`src/rtl/mux_scan_ctrl.sv`:
```
// mux_scan_ctrl: scan sequencer for an 8:1 selector producing a parallel snapshot; W/Y cross-check enabled by MUX_WCHECK_EN
module mux_scan_ctrl #(
  parameter int SETTLE = 2,
  parameter int CNT_W = 4
) (
  input  logic       CLK,
  input  logic       RST,
  input  logic       START,
  input  logic       ABORT,
  input  logic [7:0] MASK,
  input  logic       Y,
  input  logic       W,
  output logic [2:0] A,
  output logic       G,
  output logic       BUSY,
  output logic       DONE,
  output logic [7:0] DATA,
  output logic       ERR
);
  typedef enum logic [1:0] {S_IDLE, S_SETTLE, S_SAMPLE, S_FINISH} state_t;
  localparam logic [CNT_W-1:0] CNT_INIT = CNT_W'(SETTLE - 1);
  state_t           state, state_n;
  logic [CNT_W-1:0] cnt, cnt_n;
  logic [2:0]       a_n;
  logic             g_n, busy_n, done_n, err_n;
  logic [7:0]       data_n, pend, pend_n, shadow, shadow_n, sh, pr;
  function automatic logic [2:0] lowest(input logic [7:0] m);
    lowest = 3'd0;
    for (int i = 7; i >= 0; i--) if (m[i]) lowest = 3'(i);
  endfunction
  // register every output together with the scan state
  always_ff @(posedge CLK) begin
    if (RST) begin
      state  <= S_IDLE;
      cnt    <= '0;
      A      <= 3'd0;
      G      <= 1'b1;
      BUSY   <= 1'b0;
      DONE   <= 1'b0;
      DATA   <= 8'h00;
      ERR    <= 1'b0;
      pend   <= 8'h00;
      shadow <= 8'h00;
    end else begin
      state  <= state_n;
      cnt    <= cnt_n;
      A      <= a_n;
      G      <= g_n;
      BUSY   <= busy_n;
      DONE   <= done_n;
      DATA   <= data_n;
      ERR    <= err_n;
      pend   <= pend_n;
      shadow <= shadow_n;
    end
  end
  // next state; DONE/DATA are set on entry to FINISH so DONE is visible during FINISH
  always_comb begin
    state_n  = state;
    cnt_n    = cnt;
    a_n      = A;
    g_n      = G;
    busy_n   = BUSY;
    done_n   = 1'b0;
    data_n   = DATA;
    err_n    = ERR;
    pend_n   = pend;
    shadow_n = shadow;
    sh       = shadow | ({7'd0, Y} << A);
    pr       = pend & ~(8'd1 << A);
    case (state)
      S_IDLE: begin
        g_n    = 1'b1;
        busy_n = 1'b0;
        if (START) begin
          err_n    = 1'b0;
          shadow_n = 8'h00;
          pend_n   = MASK;
          if (MASK != 8'h00) begin
            a_n     = lowest(MASK);
            g_n     = 1'b0;
            cnt_n   = CNT_INIT;
            busy_n  = 1'b1;
            state_n = S_SETTLE;
          end else begin
            done_n  = 1'b1;
            data_n  = 8'h00;
            state_n = S_FINISH;
          end
        end
      end
      S_SETTLE: begin
        cnt_n   = cnt == '0 ? cnt : cnt - 1'b1;
        state_n = cnt == '0 ? S_SAMPLE : S_SETTLE;
      end
      S_SAMPLE: begin
        shadow_n = sh;
        pend_n   = pr;
`ifdef MUX_WCHECK_EN
        err_n    = ERR | (W != ~Y);
`else
        err_n    = ERR & W & 1'b0;
`endif
        if (pr != 8'h00) begin
          a_n     = lowest(pr);
          g_n     = 1'b0;
          cnt_n   = CNT_INIT;
          state_n = S_SETTLE;
        end else begin
          g_n     = 1'b1;
          busy_n  = 1'b0;
          done_n  = 1'b1;
          data_n  = sh;
          state_n = S_FINISH;
        end
      end
      default: begin
        busy_n  = 1'b0;
        state_n = S_IDLE;
      end
    endcase
    if (ABORT && state != S_IDLE) begin
      state_n  = S_IDLE;
      cnt_n    = cnt;
      a_n      = A;
      g_n      = 1'b1;
      busy_n   = 1'b0;
      done_n   = 1'b0;
      data_n   = DATA;
      err_n    = ERR;
      pend_n   = pend;
      shadow_n = shadow;
    end
  end
endmodule
```
`config.mk`:
```
export PLATFORM = sky130hd
export DESIGN_NAME = mux_scan_ctrl
export DESIGN_NICKNAME = d
export VERILOG_FILES = /design/src/rtl/mux_scan_ctrl.sv
export SDC_FILE = /design/constraint.sdc
export NUM_CORES = 1
export LEC_CHECK = 0
export ABC_AREA = 0
export CORE_UTILIZATION = 35
export CTS_CLUSTER_DIAMETER = 40
export DETAILED_ROUTE_END_ITERATION = 6
export PLACE_DENSITY = 0.57
export SLEW_MARGIN = 20
export SYNTH_ARGS = -nofsm -noshare
export SYNTH_HDL_FRONTEND = slang
export SYNTH_SLANG_ARGS = --single-unit
export TNS_END_PERCENT = 100
```
`constraint.sdc`:
```
create_clock -name CLK -period 2 [get_ports CLK]
set_input_delay 0.4 -clock CLK [delete_from_list [all_inputs] [get_ports CLK]]
set_output_delay 0.4 -clock CLK [all_outputs]
set_load 0.01 [all_outputs]
```
==> results of run 1 <==
## cells in the mapped netlist (2+ instances only)
cell and instances:
o21ai_0 18, a211oi_1 2, o21a_1 2, nand2_1 16, nor2_1 36, nand2b_1 5
nand3_1 2, nor3_1 11, nor2b_1 5, a31oi_1 6, buf_6 6, mux2i_1 3
a22oi_1 6, o2bb2ai_1 6, o211ai_1 4, inv_1 11, o31ai_1 2, nor3b_1 2
a32oi_1 2, a21oi_1 27, clkbuf_1 6, dfxtp_1 36
## per-stage QoR
stage | util | hold slack (ps) | setup WS [ps]
2_1_floorplan | - | 446.3 | 5.890
3_3_place_gp | 0.4801 | 450.6 | -204.4
3_5_place_dp | 0.4801 | 450.4 | -293.2
4_1_cts | 0.5021 | 472.3 | 4.837
5_1_grt | 0.5171 | 490.6 | 4.810
6_report | 0.5171 | 468.8 | 77.19
## layer usage
metal / up-vias / global-route usage / routed length [um]
met5: - / 0 / 0
met4: 0 / 0.08302 / 114
met3: 10 / 0.04524 / 257
met2: 50 / 0.2858 / 2346
met1: 922 / 0.2703 / 2789
li1: 1008 / - / -
## path summary, 6_finish.rpt
kind / end / slack [ps] / from / depth (start not counted)
worst max-delay path: cnt[0] / 80 / A[0] / 7
worst min-delay path: DATA[3] / 470 / DATA[3] / 1
worst max register to register: cnt[0] / 80 / A[0] / 7
worst min register to register: DATA[3] / 470 / DATA[3] / 1
## flip-flops by register name, indices dropped and copies added, names as in the netlist
register and cells:
shadow 8, DATA 8, state 2, DONE 1
pend 8, BUSY 1, cnt 4, G 1
A 3
## logic make-up (layout without fill, tap and decap cells)
kind of cell / Yosys count / after routing / synth area share
AOI/OAI and AO/OA: 90 / 90 / 0.3101
and+or+nand+nor: 87 / 87 / 0.2146
DFF: 36 / 36 / 0.3646
buffers and inverters: 25 / 85 / 0.07595
muxes: 5 / 5 / 0.02658
adders and majority gates: 1 / 1 / 0.006328
other: 1 / 1 / 0.001897
## power breakdown
part | leakage, nW | switching, mW | total [mW] | internal (mW)
clock | 0.0548 | 0.301 | 0.676 | 0.376
combinational | 0.668 | 0.236 | 0.456 | 0.220
sequential | 0.295 | 0.0400 | 0.788 | 0.748
total | 1.02 | 0.576 | 1.92 | 1.34
## what timing repair did
| action | CTS | global route |
|---|---|---|
| endpoints found under the setup margin | 13 | 15 |
| endpoints found under the hold margin | 0 | 0 |
| resized for setup | 1 | 14 |
| setup buffers | 0 | 3 |
| pin swaps | 0 | 7 |
## area by class of cell
class                      instances  area, um^2  area share
multi-input combinational        184        1159      0.4252
timing repair buffer              65       583.1      0.2140
clock buffer                       5       68.82     0.02525
sequential                        36       728.2      0.2672
clock inverter                     3       46.29     0.01699
inverter                          12       52.55     0.01928
tap                               70       87.58     0.03214
## layout by cell type, fill, tap and decap left out, drive strengths merged, types with 2 or more instances in the layout
cell type      instances
a211oi                 2
a21oi                 28
a22oi                  6
a31oi                  7
a32oi                  2
and2b                  2
buf                   39
clkbuf                 5
clkdlybuf4s50         24
dfxtp                 36
dlymetal6s2s           2
inv                   13
mux2                   2
mux2i                  3
nand2                 17
nand2b                 5
nand3                  2
nor2                  36
nor2b                  5
nor3                  11
nor3b                  2
nor4                   2
o211ai                 4
o21a                   2
o21ai                 19
o2bb2ai                6
o31ai                  2
==> metrics, run 1 <==
outcome complete, no violations; top-area cell type share of the netlist area 0.3646; Post-Layout Cell Count approximately 380; sequential element share of the synthesized area 0.3646; Post-Syn Instances around 250; RSZ-0062 raised after global routing false; Root Buffer clkbuf_8; Total Power around 1.9 mW; Via density 5.307; Bufs and invs on worst path 1; final worst-path cycle share 0.9614; clk slew on worst S/H paths 80 ps; total number of vias between 1500 and 2000; H-Tree Depth 2; share of layout cells above drive strength 1 0.2164; gr usage total 0.1949; number of hold violations in the final report 0; Synth Cell Area 1977 um^2; Leakage ~1.0 nW; I/O Buffers 26; # hold bufs at CTS 0; Skew-Pair Late Insertion Delay around 300 ps; WL/cell about 15 um; Slowest cell on crit path a221o_1; max-slew violation count 0; worst-path maximum fanout 8; final instance area ~2700 um^2; Req. time, crit path between 2000 and 2500 ps; First DRT Iteration DRCs between 90 and 100; Synth Flop Type dfxtp_1; CTS tree built; Worst VDD drop around 350 uV; Clock Sinks 36; core area 5270 um^2; Yosys reg bits 36; Starting Density 0.3751; Max Cap Viol 0; Die W approximately 77 um; WS Path Type reg2reg; Worst path max stage delay about 400 ps; setup TNS 0 ps; grt ovf 0; Die Y roughly 77 um; DR DRC count 0; Worst Setup Start Kind register; Tmin final ~1900 ps; Synthesized Nets between 200 and 300; routability cong. 0.8245; clock skew roughly 6.4 ps; Synthesis Warnings 0; Longest Clk Path Bufs 2; maximum clock frequency 520.1 MHz; largest net degree at the start of global routing 27; I/O pin total 29; crit path cell chain nand2b_1 > a41oi_2 > nor4_4 > buf_4 > a221o_1 > mux2_4 > nor2_2; EDFF count, synth 0; Post-synth ARST share 0; first-pass GRT wire length a little over 9000 um; area grow syn2layout 37.85%; DRT Pass-1 Iters 4; Worst Path Arrival 2160 ps; fin nets 319; Placed Cells between 300 and 400; Die ar. just under 6000 um^2; Num CTS Buffers 5; initial antenna violation count 0; # setup viols final 0; Pwr Density just over 700 nW/um^2; std cell rows 26; Post-DRT Antenna Nets 0; number of global-route vias before repair 1862; Hold Path Class reg2reg; fill cell total of the finished layout between 500 and 600; Yosys cell types 53; dominant cell type by area after synthesis dfxtp_1; Synth Area per Inst 8.069 um^2; HPWL Detailed between 3000 and 4000 um; Placed Area approximately 2500 um^2; routed wire length roughly 5500 um; largest cells by area after synthesis dfxtp_1, a21oi_1, nor2_1, o21ai_0, buf_6; Diodes inserted 0; Crit path max-delay family compound AO/OA/AOI/OAI gates; CP endpoint kind register
Power figures use the tool's default switching activity.
==> run 2, diff against run 1 <==
HOLD_SLACK_MARGIN = 0.08   (was not set)
==> results of run 2 <==
Same layout as run 1: the final DEF is identical, and so are final timing and power.
